--- config.mk ---
export PLATFORM = sky130hd
export DESIGN_NAME = regfile_arbiter
export DESIGN_NICKNAME = d
export VERILOG_FILES = /design/src/rtl/regfile_arbiter.sv
export SDC_FILE = /design/constraint.sdc
export NUM_CORES = 1
export LEC_CHECK = 0
export CORE_MARGIN = 3
export CORE_UTILIZATION = 36
export CTS_BUF_LIST = sky130_fd_sc_hd__clkbuf_8
export DETAILED_ROUTE_END_ITERATION = 12
export GPL_TIMING_DRIVEN = 1
export PLACE_DENSITY = 0.91
export SLEW_MARGIN = 20
export SYNTH_ARGS = -nofsm -noshare
export SYNTH_HDL_FRONTEND = slang
export SYNTH_SLANG_ARGS = --single-unit
--- constraint.sdc ---
create_clock -name clk -period 5.24 [get_ports clk]
set_input_delay 1.048 -clock clk [delete_from_list [all_inputs] [get_ports clk]]
set_output_delay 1.048 -clock clk [all_outputs]
set_load 0.01 [all_outputs]
--- src/rtl/regfile_arbiter.sv ---
// Round-robin access arbiter for the 32-entry register file.
// After reset it clears every register, then grants one read or write per cycle.
module regfile_arbiter #(
  parameter int unsigned NUM_REQ = 2,
  parameter int unsigned ADDR_W  = 5,
  parameter int unsigned DATA_W  = 32
) (
  input  logic                      clk,
  input  logic                      reset,
  input  logic [NUM_REQ-1:0]        req_valid,
  input  logic [NUM_REQ-1:0]        req_we,
  input  logic [ADDR_W*NUM_REQ-1:0] req_addr,
  input  logic [DATA_W*NUM_REQ-1:0] req_wdata,
  output logic [NUM_REQ-1:0]        req_ready,
  output logic [NUM_REQ-1:0]        rsp_valid,
  output logic [DATA_W-1:0]         rsp_rdata,
  output logic                      init_done,
  output logic                      rf_read_en_1,
  output logic                      rf_read_en_2,
  output logic [ADDR_W-1:0]         rf_read_addr_1,
  output logic [ADDR_W-1:0]         rf_read_addr_2,
  output logic                      rf_write_en,
  output logic [ADDR_W-1:0]         rf_write_addr,
  output logic [DATA_W-1:0]         rf_write_data,
  input  logic [DATA_W-1:0]         rf_read_data_1
);

  localparam int unsigned PTR_W = (NUM_REQ > 1) ? $clog2(NUM_REQ) : 1;
  localparam logic [ADDR_W-1:0] LAST_ADDR = '1;

  typedef enum logic {ST_INIT, ST_RUN} state_t;

  state_t             state;
  logic [ADDR_W-1:0]  clr_cnt;
  logic [PTR_W-1:0]   ptr;
  logic               done_q;
  logic [NUM_REQ-1:0] rsp_valid_q;
  logic [DATA_W-1:0]  rsp_rdata_q;

  logic               gnt_any;
  logic [PTR_W-1:0]   gnt_idx;
  logic [PTR_W-1:0]   scan;
  logic [NUM_REQ-1:0] gnt;
  logic               sel_we;
  logic [ADDR_W-1:0]  sel_addr;
  logic [DATA_W-1:0]  sel_wdata;
  logic               rd_gnt;

  // Scan requesters starting at the pointer; the first valid one wins.
  always_comb begin
    gnt_any = 1'b0;
    gnt_idx = '0;
    scan    = '0;
    for (int unsigned k = 0; k < NUM_REQ; k++) begin
      scan = PTR_W'((32'(ptr) + k) % NUM_REQ);
      if (!gnt_any && (state == ST_RUN) && req_valid[scan]) begin
        gnt_any = 1'b1;
        gnt_idx = scan;
      end
    end
  end

  always_comb begin
    gnt       = gnt_any ? (NUM_REQ'(1) << gnt_idx) : '0;
    sel_we    = req_we[gnt_idx];
    sel_addr  = req_addr[32'(gnt_idx)*ADDR_W +: ADDR_W];
    sel_wdata = req_wdata[32'(gnt_idx)*DATA_W +: DATA_W];
    rd_gnt    = gnt_any & ~sel_we;
  end

  // Port drive; everything is held at zero while reset is asserted.
  always_comb begin
    req_ready      = '0;
    rf_read_en_1   = 1'b0;
    rf_read_en_2   = 1'b0;
    rf_read_addr_1 = '0;
    rf_read_addr_2 = '0;
    rf_write_en    = 1'b0;
    rf_write_addr  = '0;
    rf_write_data  = '0;
    rsp_valid      = '0;
    rsp_rdata      = '0;
    init_done      = 1'b0;
    if (!reset) begin
      rsp_valid = rsp_valid_q;
      rsp_rdata = rsp_rdata_q;
      init_done = done_q;
      if (state == ST_INIT) begin
        rf_write_en   = 1'b1;
        rf_write_addr = clr_cnt;
      end else if (gnt_any) begin
        req_ready = gnt;
        if (sel_we) begin
          // Register 0 is hardwired zero: the handshake completes but nothing is written.
          if (sel_addr != '0) begin
            rf_write_en   = 1'b1;
            rf_write_addr = sel_addr;
            rf_write_data = sel_wdata;
          end
        end else begin
          rf_read_en_1   = 1'b1;
          rf_read_addr_1 = sel_addr;
        end
      end
    end
  end

  always_ff @(posedge clk) begin
    if (reset) begin
      state       <= ST_INIT;
      clr_cnt     <= '0;
      ptr         <= '0;
      done_q      <= 1'b0;
      rsp_valid_q <= '0;
      rsp_rdata_q <= '0;
    end else begin
      case (state)
        ST_INIT: begin
          clr_cnt     <= clr_cnt + ADDR_W'(1);
          rsp_valid_q <= '0;
          rsp_rdata_q <= '0;
          if (clr_cnt == LAST_ADDR) begin
            state  <= ST_RUN;
            done_q <= 1'b1;
          end
        end
        ST_RUN: begin
          rsp_valid_q <= rd_gnt ? gnt : '0;
          rsp_rdata_q <= rd_gnt ? rf_read_data_1 : '0;
          if (gnt_any) begin
            ptr <= PTR_W'((32'(gnt_idx) + 1) % NUM_REQ);
          end
        end
        default: state <= ST_INIT;
      endcase
    end
  end

endmodule

==> parameters.txt, run 1 <==
Parameter                              Value

Placement
  Port bufs ... 192
  Worst slack at placement ... 0.753 ns
  Detail Placement HPWL ... 6.53 mm
  GP Congestion ... 0.809

Critical path
  Startpoint of the most critical register-to-register path ... state$_SDFF_PP0_
  Critical setup path kind ... input port to output pin
  Cell chain of the critical path ... clkdlybuf4s50_1, inv_2, o211ai_4, buf_4, mux2i_1, o21ai_1, clkdlybuf4s50_1
  Critical Path RT ... 4.19 ns
  Critical path endpoint category ... output pin
  Slowest CP cell ... sky130_fd_sc_hd__buf_4
  Kind of start point of the critical path ... input port
  Most common cell on crit path ... sky130_fd_sc_hd__clkdlybuf4s50_1
  Slowest cell delay on critical path ... 0.58 ns
  CP Launch Point ... req_valid[0]
  Maximum fanout count along the critical path ... 38
  Arrival time of the worst setup path ... 3.45 ns

Global routing
  Most congested layer reported by global routing ... met2
  Maximum number of pins on one net before global-route repair ... 47
  Global route total overflow ... 0
  Global-route usage over all layers ... 19.7%
  Routing usage on met1 ... 20.8%
  Vias in the first global route ... 2,405
  Global-route met2 utilization ... 36.0%
  Met3 Resource Use GR ... 7.24%
  Global-route wire length before repair ... 11.8 mm
  Number of antenna violations at the first check in global routing ... 0

Clock tree
  Clock Root Buffer ... sky130_fd_sc_hd__clkbuf_8
  Number of clock sinks seen by CTS ... 42
  Hold-fix buffers, CTS ... 0
  Cells resized by post-CTS repair ... 0
  Post-CTS setup buffer count ... 0
  CTS max path bufs ... 2
  CTS tree ... done
  Worst skew pair latency ... 0.29 ns
  CTS clock-pin slew for the worst setup and hold paths ... 0.07 ns
  H-tree lvl count ... 2
  CTS Buf Count ... 5

Drt
  Routed length per placed instance ... 15.5 um
  Number of design rule violations left after detail routing ... 0
  First DRT Iteration DRCs ... 38
  Number of vias in the routed layout ... 2,485
  Drt total wl ... 8.12 mm
  Detail Route Antenna Nets ... 0
  Drt pass-1 iters ... 4
  Number of vias per cell after detailed routing ... 4.76

Power
  Switching share of total power ... 22.8%
  Worst vdd rail ir drop ... 0.000151 V
  Leak pwr ... 1.85 nW
  Power density over the cells ... 146 mW/mm^2
  Sequential share of power ... 50.2%
  Combinational power share ... 18.2%
  Internal Power ... 497 uW
  Switching power summed over all nets ... 147 uW
  Share of total power in the clock network ... 31.6%
  Total Power Consumption ... 644 uW

Logic synthesis
  Number of warnings printed during yosys synthesis ... 0
  Sequential fraction of the synthesis area ... 34.9%
  Largest area contributor in the synthesized netlist ... sky130_fd_sc_hd__dfxtp_1
  Post-synthesis average cell area ... 9.15 sq um
  Dominant combinational cell family by area after synthesis ... simple AND/OR/NAND/NOR gates
  Compound-Gate Fraction of Synth Area ... 4.00%
  Leading cell types by total area after synthesis ... sky130_fd_sc_hd__dfxtp_1 35%, sky130_fd_sc_hd__mux2i_1 16%, sky130_fd_sc_hd__nor2b_1 11%
  Cell count after synthesis ... 263
  Leading post-synthesis cells by instance count ... 44 x sky130_fd_sc_hd__nor2b_1, 42 x sky130_fd_sc_hd__dfxtp_1, 39 x sky130_fd_sc_hd__mux2i_1
  Area share of and/or/nand/nor cells after synthesis ... 35.1%
  Area share of the largest cell type after synthesis ... 34.9%
  Share of flip-flops with an asynchronous set or reset ... 0%
  Mux contribution to synthesized area ... 16.8%
  Fraction of synthesized cell area in xor and xnor cells ... 1.09%
  Count of different cell masters after synthesis ... 31
  Flop and latch count out of synthesis ... 42
  Prevailing post-synth register cell ... sky130_fd_sc_hd__dfxtp_1
  Count leader, synth ... sky130_fd_sc_hd__nor2b_1
  Number of enable flip-flop cells after synthesis ... 0
  Post-synthesis share of cell area spent on full adders, half adders and majority gates ... 1.04%
  Post-synthesis cell area ... 0.00241 sq mm

Timing
  Sum of negative setup slack ... 0 ns
  Tightest hold margin ... 0.509 ns
  Rel. slew slack ... 57.2%
  Transition time at the pin with the least slew margin ... 0.641 ns
  Final worst-path cycle share ... 85.9%
  Final hold violations ... 0
  Min setup slack post-route ... 0.739 ns
  Pins over their slew limit ... 0
  Worst Clk Skew ... 0.00693 ns
  Final setup vio count ... 0
  Highest Clock Rate ... 222 MHz
  Setup repair after global routing missed its margin ... false
  Tmin final ... 4.50 ns

Floorplan
  Number of primary I/O pins ... 199
  Die span in x ... 87.8 um
  Number of rows created at floorplan ... 29
  Die span in y ... 87.8 um
  Floorplan core area ... 0.00642 sq mm
  Starting Density ... 37.5%
  Total Die Area ... 0.00770 sq mm

Layout
  Proportion of layout cells with a drive suffix above 1 ... 8.31%
  Core utilization of the finished layout ... 68.9%
  Layout Area Growth over Synthesis ... 83.8%
  Final layout net count ... 558
  Antenna Diode Count ... 0
  Number of fill cells in the layout ... 528

Worst hold path
  Path type of the worst min-delay path ... flop to flop
  Worst hold start ... done_q$_SDFFE_PP0P_

Run status
  Result of the run ... complete, no violations

Job
  Max_cap viols ... 0
## area by class of cell
cell class	instances	area, sq um	area share [%]
clock buffer	5	68.8	1.55
clock inverter	3	17.5	0.396
inverter	2	7.51	0.170
multi-input combinational	197	1450	32.7
sequential	42	841	19.0
tap	77	96.3	2.18
timing repair buffer	196	1950	44.0
## registers in the layout, summed over array words and instances (netlist names)
name and flops:
clr_cnt 5, done_q 1, rsp_valid_q 2, state 1, rsp_rdata_q 32, ptr 1
## cells in the final DEF (no fill, tap or decap), types with 2 or more instances in the layout
| master | count |
|---|---|
| sky130_fd_sc_hd__a21oi_1 | 2 |
| sky130_fd_sc_hd__inv_1 | 2 |
| sky130_fd_sc_hd__clkdlybuf4s50_1 | 191 |
| sky130_fd_sc_hd__nor3_1 | 13 |
| sky130_fd_sc_hd__xor2_1 | 2 |
| sky130_fd_sc_hd__nor2_1 | 12 |
| sky130_fd_sc_hd__nand2_1 | 6 |
| sky130_fd_sc_hd__nor3_2 | 20 |
| sky130_fd_sc_hd__and2_1 | 32 |
| sky130_fd_sc_hd__clkbuf_8 | 5 |
| sky130_fd_sc_hd__o21ai_1 | 5 |
| sky130_fd_sc_hd__or4_1 | 2 |
| sky130_fd_sc_hd__nor2b_1 | 44 |
| sky130_fd_sc_hd__mux2i_1 | 39 |
| sky130_fd_sc_hd__ha_1 | 2 |
| sky130_fd_sc_hd__conb_1 | 6 |
| sky130_fd_sc_hd__buf_4 | 4 |
| sky130_fd_sc_hd__dfxtp_1 | 42 |
## through the flow
step | cell area (sq um) | instances
finish | 4430 | 522
global route | 4430 | 522
CTS | 4430 | 522
detailed placement | 4340 | 514
global placement | 4340 | 514
floorplan | 2430 | 268
## power groups by stage
| stage | Sequential (mW) | Clock [mW] | Combinational [mW] |
|---|---|---|---|
| finish | 0.323 | 0.204 | 0.117 |
| global route | 0.324 | 0.222 | 0.126 |
| CTS | 0.323 | 0.209 | 0.118 |
| detailed placement | 0.331 | 0 | 0.117 |
| global placement | 0.331 | 0 | 0.115 |
| floorplan | 0.330 | 0 | 0.0296 |
## worst max-delay path, delay by kind of cell
family,cells,cell delay (ns)
mux,1,0.20
compound gates,2,0.44
buf+inv,4,1.74
## final timing paths
kind | endpoint | slack [ns] | cells after the start
min reg2reg | done_q$_SDFFE_PP0P_ | 0.51 | 2
min | done_q$_SDFFE_PP0P_ | 0.51 | 2
max reg2reg | rsp_rdata_q[12]$_SDFF_PN0_ | 2.99 | 5
max | rf_write_addr[0] | 0.74 | 7
## kinds of logic (layout without fill, tap and decap cells)
group                    after synthesis  after routing
XOR/XNOR                               3              3
multiplexers                          40             40
flip-flops                            42             42
AND/OR/NAND/NOR                      132            132
adder cells (fa/ha/maj)                2              2
other                                  1              6
buffers and inverters                 29            206
AO/OA/AOI/OAI                         14             14
## layer usage
metal  up-vias  part of all wire (%)
met1      1133                    37
met3        14                   8.9
met5         -                     0
li1       1226                     -
met2       112                    52
met4         0                   2.1
Power figures use the tool's default switching activity.
==> inputs of run 2 (changes only) <==
--- a/config.mk
+++ b/config.mk
@@ -5,6 +5,7 @@
 export SDC_FILE = /design/constraint.sdc
 export NUM_CORES = 1
 export LEC_CHECK = 0
+export CORE_ASPECT_RATIO = 1.5
 export CORE_MARGIN = 3
 export CORE_UTILIZATION = 36
 export CTS_BUF_LIST = sky130_fd_sc_hd__clkbuf_8
==> parameters.txt, run 2 (synthesis results as in run 1) <==
Parameter                              Value

Run status
  Result of the run ... complete, no violations

Clock tree
  CTS Buf Count ... 5 (unchanged)
  Cells resized by post-CTS repair ... 0 (unchanged)
  CTS max path bufs ... 2 (unchanged)
  Post-CTS setup buffer count ... 0 (unchanged)
  H-tree lvl count ... 2 (unchanged)
  CTS tree ... done
  Number of clock sinks seen by CTS ... 42 (unchanged)
  CTS clock-pin slew for the worst setup and hold paths ... 0.07 ns (about the same)
  Hold-fix buffers, CTS ... 0 (unchanged)
  Clock Root Buffer ... sky130_fd_sc_hd__clkbuf_8
  Worst skew pair latency ... 0.28 ns (about the same)

Placement
  Port bufs ... 192 (unchanged)
  GP Congestion ... 0.746 (-7.8%)
  Detail Placement HPWL ... 6.98 mm (+6.8%)

Critical path
  CP Launch Point ... req_valid[0]
  Critical Path RT ... 4.19 ns (about the same)
  Kind of start point of the critical path ... input port
  Critical setup path kind ... input port to output pin
  Critical path endpoint category ... output pin
  Startpoint of the most critical register-to-register path ... state$_SDFF_PP0_
  Arrival time of the worst setup path ... 3.38 ns (-0.07 ns)
  Maximum fanout count along the critical path ... 19 (-50%)

Global routing
  Met3 Resource Use GR ... 7.47% (+0.23 points)
  Global-route met2 utilization ... 40.6% (+4.5 points)
  Global-route wire length before repair ... 12.9 mm (+8.9%)
  Most congested layer reported by global routing ... met2
  Routing usage on met1 ... 20.9% (+0.080 points)
  Number of antenna violations at the first check in global routing ... 0 (unchanged)
  Global route total overflow ... 0 (unchanged)
  Global-route usage over all layers ... 21.2% (+1.5 points)
  Maximum number of pins on one net before global-route repair ... 47 (unchanged)
  Vias in the first global route ... 2,496 (+3.8%)

Floorplan
  Number of rows created at floorplan ... 35 (+21%)
  Total Die Area ... 0.00772 sq mm (+0.26%)
  Floorplan core area ... 0.00631 sq mm (-1.8%)
  Starting Density ... 38.2% (+0.69 points)
  Die span in x ... 72.8 um (-17%)
  Die span in y ... 106 um (+21%)
  Number of primary I/O pins ... 199 (unchanged)

Power
  Total Power Consumption ... 638 uW (-1.0%)
  Leak pwr ... 1.87 nW (+0.87%)
  Power density over the cells ... 143 mW/mm^2 (-1.6%)
  Worst vdd rail ir drop ... 0.000201 V (+33%)

Layout
  Antenna Diode Count ... 0 (unchanged)
  Final layout net count ... 560 (+0.36%)
  Top library cells by usage in the layout, fill and taps aside ... 192 x sky130_fd_sc_hd__clkdlybuf4s50_1, 44 x sky130_fd_sc_hd__nor2b_1, 42 x sky130_fd_sc_hd__dfxtp_1
  Registers with the highest flip-flop counts ... rsp_rdata_q x32, clr_cnt x5, rsp_valid_q x2
  Number of fill cells in the layout ... 494 (-6.4%)
  Register with the most flip-flops ... rsp_rdata_q
  Layout Area Growth over Synthesis ... 85.0%
  Most common cell after layout, fill and taps aside ... sky130_fd_sc_hd__clkdlybuf4s50_1
  Proportion of layout cells with a drive suffix above 1 ... 8.50% (+0.19 points)
  Largest register FFs ... 32 (unchanged)

Drt
  Drt pass-1 iters ... 4 (unchanged)
  Number of design rule violations left after detail routing ... 0 (unchanged)
  Number of vias in the routed layout ... 2,491 (+0.24%)
  Detail Route Antenna Nets ... 0 (unchanged)
  First DRT Iteration DRCs ... 58 (+53%)
  Routed length per placed instance ... 16.0 um (+3.2%)
  Drt total wl ... 8.36 mm (+3.0%)
  Number of vias per cell after detailed routing ... 4.78 (+0.43%)

Job
  Max_cap viols ... 0 (unchanged)

Timing
  Sum of negative setup slack ... 0 ns (unchanged)
  Transition time at the pin with the least slew margin ... 0.569 ns (-0.0722 ns)
  Pins over their slew limit ... 0 (unchanged)
  Tmin final ... 4.43 ns (-0.0681 ns)
  Final setup vio count ... 0 (unchanged)
  Rel. slew slack ... 61.9% (+4.7 points)
  Final worst-path cycle share ... 84.6% (-1.3 points)
  Highest Clock Rate ... 226 MHz (+1.5%)
  Setup repair after global routing missed its margin ... false
  Final hold violations ... 0 (unchanged)
  Worst Clk Skew ... 0.00671 ns (-0.000220 ns)

Worst hold path
  Worst hold start ... done_q$_SDFFE_PP0P_
  Path type of the worst min-delay path ... flop to flop
[run 2: metrics by stage]
stage          worst slack, ns  cell area, sq um  cells  util [%]  hold WS [ns]
3_3_place_gp             0.842              4370    513      69.3         0.455
4_1_cts                  0.810              4450    521      70.6         0.497
6_report                 0.807              4450    521      70.6         0.495
2_1_floorplan             2.06              2430    268         -         0.429
3_5_place_dp             0.816              4370    513      69.3         0.471
5_1_grt                  0.687              4450    521      70.6         0.530
[run 2: metal layers]
metal	part of all wire [%]	up-vias
li1	-	1230
met1	33	1131
met2	57	120
met3	8.7	10
met4	1.4	0
met5	0	-
[run 2: path summary, 6_finish.rpt]
kind / cells after the start / end / slack (ns)
worst min-delay path: 2 / done_q$_SDFFE_PP0P_ / 0.49
worst max-delay path: 7 / rf_write_data[18] / 0.81
worst max register to register: 5 / rsp_rdata_q[27]$_SDFF_PN0_ / 3.31
worst min register to register: 2 / done_q$_SDFFE_PP0P_ / 0.49
[run 2: power by group]
part | total [mW] | internal, mW | switching, mW
registers | 0.323 | 0.321 | 0.00244
logic | 0.118 | 0.0844 | 0.0340
clock network | 0.196 | 0.0920 | 0.104
[run 2: area by class of cell]
| class | instances | area (sq um) | area share [%] |
|---|---|---|---|
| Tap cell | 74 | 92.6 | 2.08 |
| Clock buffer | 5 | 68.8 | 1.54 |
| Clock inverter | 3 | 17.5 | 0.393 |
| Timing Repair Buffer | 198 | 1980 | 44.4 |
| Multi-Input combinational cell | 197 | 1450 | 32.5 |
| Sequential cell | 42 | 841 | 18.9 |
| Inverter | 2 | 7.51 | 0.169 |
[run 2: worst max-delay path, cell delays in order]
cell,delay [ns]
sky130_fd_sc_hd__clkdlybuf4s50_1,0.53
sky130_fd_sc_hd__inv_2,0.07
sky130_fd_sc_hd__o2111a_1,0.31
sky130_fd_sc_hd__o21ai_4,0.51
sky130_fd_sc_hd__buf_4,0.33
sky130_fd_sc_hd__nor3_2,0.07
sky130_fd_sc_hd__clkdlybuf4s50_1,0.51
==> inputs of run 3 (changes only) <==
--- a/config.mk
+++ b/config.mk
@@ -7,11 +7,11 @@
 export LEC_CHECK = 0
 export CORE_ASPECT_RATIO = 1.5
 export CORE_MARGIN = 3
-export CORE_UTILIZATION = 36
+export CORE_UTILIZATION = 34
 export CTS_BUF_LIST = sky130_fd_sc_hd__clkbuf_8
 export DETAILED_ROUTE_END_ITERATION = 12
 export GPL_TIMING_DRIVEN = 1
-export PLACE_DENSITY = 0.91
+export PLACE_DENSITY = 0.87
 export SLEW_MARGIN = 20
 export SYNTH_ARGS = -nofsm -noshare
 export SYNTH_HDL_FRONTEND = slang
==> constraint.sdc (replaced) <==
create_clock -name clk -period 4.2 [get_ports clk]
set_input_delay 0.84 -clock clk [delete_from_list [all_inputs] [get_ports clk]]
set_output_delay 0.84 -clock clk [all_outputs]
set_load 0.01 [all_outputs]
==> parameters.txt, run 3 (synthesis results as in run 1) <==
Parameter                              Value

Drt
  Routed length per placed instance ... 15.4 um (-4.3%)
  Number of vias in the routed layout ... 2,513 (+0.88%)
  Number of design rule violations left after detail routing ... 0 (unchanged)
  Drt total wl ... 8.03 mm (-3.9%)
  Number of vias per cell after detailed routing ... 4.80 (+0.50%)
  First DRT Iteration DRCs ... 45 (-22%)
  Detail Route Antenna Nets ... 0 (unchanged)
  Drt pass-1 iters ... 4 (unchanged)

Layout
  Number of fill cells in the layout ... 526 (+6.5%)
  Register area ... 841 sq um (unchanged)
  Proportion of layout cells with a drive suffix above 1 ... 8.72% (+0.22 points)
  Registers with the highest flip-flop counts ... rsp_rdata_q x32, clr_cnt x5, rsp_valid_q x2
  Combined area of the multi-input logic cells ... 0.00144 sq mm (-0.52%)
  Most common cell after layout, fill and taps aside ... sky130_fd_sc_hd__clkdlybuf4s50_1
  Final non-filler cell total ... 523 (+0.38%)
  Top library cells by usage in the layout, fill and taps aside ... 192 x sky130_fd_sc_hd__clkdlybuf4s50_1, 44 x sky130_fd_sc_hd__nor2b_1, 42 x sky130_fd_sc_hd__dfxtp_1
  Largest register FFs ... 32 (unchanged)
  Layout Area Growth over Synthesis ... 86.1%
  Antenna Diode Count ... 0 (unchanged)
  Final layout net count ... 560 (unchanged)
  Register with the most flip-flops ... rsp_rdata_q

Power
  Total Power Consumption ... 818 uW (+28%)
  Leak pwr ... 1.87 nW (about the same)
  Worst vdd rail ir drop ... 0.000259 V (+29%)
  Power density over the cells ... 183 mW/mm^2 (+28%)

Worst hold path
  Hold EP ... done_q$_SDFFE_PP0P_
  Path type of the worst min-delay path ... flop to flop
  Number of cells on the worst hold path ... 2 (unchanged)
  Worst hold start ... done_q$_SDFFE_PP0P_

Clock tree
  Post-CTS setup buffer count ... 0 (unchanged)
  Hold-fix buffers, CTS ... 0 (unchanged)
  CTS clock-pin slew for the worst setup and hold paths ... 0.08 ns (about the same)
  CTS Buf Count ... 5 (unchanged)
  CTS max path bufs ... 2 (unchanged)
  Number of clock sinks seen by CTS ... 42 (unchanged)
  Cells resized by post-CTS repair ... 0 (unchanged)
  H-tree lvl count ... 2 (unchanged)
  Worst skew pair latency ... 0.30 ns (+0.02 ns)
  CTS tree ... done
  Clock Root Buffer ... sky130_fd_sc_hd__clkbuf_8

Timing
  Tmin final ... 3.83 ns
  Rel. slew slack ... 61.4% (-0.48 points)
  Sum of negative setup slack ... 0 ns (unchanged)
  Setup repair after global routing missed its margin ... false
  Pins over their slew limit ... 0 (unchanged)
  Final hold violations ... 0 (unchanged)
  Transition time at the pin with the least slew margin ... 0.578 ns (+0.00858 ns)
  Highest Clock Rate ... 261 MHz
  Worst Clk Skew ... 0.00434 ns (-0.00238 ns)
  Final setup vio count ... 0 (unchanged)
  Final worst-path cycle share ... 91.2%

Floorplan
  Die span in y ... 109 um (+2.7%)
  Floorplan core area ... 0.00667 sq mm (+5.7%)
  Die span in x ... 74.7 um (+2.7%)
  Starting Density ... 36.1% (-2.1 points)
  Number of rows created at floorplan ... 36 (+2.9%)
  Total Die Area ... 0.00815 sq mm (+5.5%)
  Number of primary I/O pins ... 199 (unchanged)

Critical path
  Reg-to-reg endpoint ... rsp_rdata_q[15]$_SDFF_PN0_
  Setup slack, reg-to-reg ... 2.02 ns (-1.29 ns)
  Critical path endpoint category ... output pin
  Arrival time of the worst setup path ... 2.99 ns (-0.39 ns)
  Critical setup path kind ... input port to output pin
  Depth of the worst register-to-register path ... 5 (unchanged)
  Startpoint of the most critical register-to-register path ... state$_SDFF_PP0_
  Critical Path RT ... 3.36 ns (-0.83 ns)
  Kind of start point of the critical path ... input port
  Maximum fanout count along the critical path ... 29 (+10)

Global routing
  Number of antenna violations at the first check in global routing ... 0 (unchanged)
  Vias in the first global route ... 2,519 (+0.92%)
  Global route total overflow ... 0 (unchanged)
  Global-route usage over all layers ... 19.3% (-1.8 points)
  Maximum number of pins on one net before global-route repair ... 47 (unchanged)
  Global-route wire length before repair ... 12.0 mm (-6.9%)

Placement
  Detail Placement HPWL ... 6.51 mm (-6.7%)
  GP Congestion ... 0.804 (+7.7%)
  Number of instances in the placed design ... 515 (+0.39%)
  Port bufs ... 192 (unchanged)

Run status
  Result of the run ... complete, no violations

Job
  Max_cap viols ... 0 (unchanged)
==> run 3: cell count changes in the layout (fill, tap and decap cells not counted), sizes merged <==
cell,change
clkinv,-2
clkinvlp,+2
==> run 3: through the flow <==
stage / instance area, sq um / hold slack [ns] / setup slack, ns / utilization (%)
floorplan: 2430 / 0.429 / 1.44 / -
global placement: 4390 / 0.449 / 0.408 / 65.8
detailed placement: 4390 / 0.451 / 0.348 / 65.8
CTS: 4480 / 0.498 / 0.341 / 67.2
global route: 4480 / 0.519 / 0.250 / 67.2
finish: 4480 / 0.494 / 0.369 / 67.2
==> run 3: power breakdown <==
group,switching (mW),internal (mW),total [mW]
registers,0.00299,0.400,0.403
clock network,0.149,0.119,0.267
logic,0.0416,0.106,0.147
==> run 3: layer usage <==
metal,track usage (%),wire length (um),up-vias
li1,-,-,1230
met1,18.3,2600,1138
met2,37.0,4420,134
met3,6.92,867,11
met4,6.74,142,0
met5,0,0,-
==> run 3: cell type report <==
class                      count  share of cell area, %
sequential                    42                   18.8
tap                           76                   2.12
inverter                       2                  0.168
multi-input combinational    197                   32.1
clock buffer                   5                   1.54
timing repair buffer         198                   44.7
clock inverter                 3                  0.531
==> run 3: worst max-delay path by stage <==
stage	endpoint	from
floorplan	rf_write_data[22]	req_valid[0]
global placement	rf_write_en	req_addr[2]
detailed placement	rf_write_data[31]	req_valid[0]
CTS	rf_write_data[31]	req_valid[0]
global route	rf_read_addr_1[2]	req_valid[1]
finish	rf_write_data[31]	req_valid[0]
==> run 3: worst max-delay path, cell delays in order <==
cell,delay (ns)
sky130_fd_sc_hd__clkdlybuf4s50_1,0.53
sky130_fd_sc_hd__inv_2,0.07
sky130_fd_sc_hd__o211ai_4,0.20
sky130_fd_sc_hd__mux2_4,0.36
sky130_fd_sc_hd__buf_12,0.18
sky130_fd_sc_hd__nor3_1,0.20
sky130_fd_sc_hd__clkdlybuf4s50_1,0.59
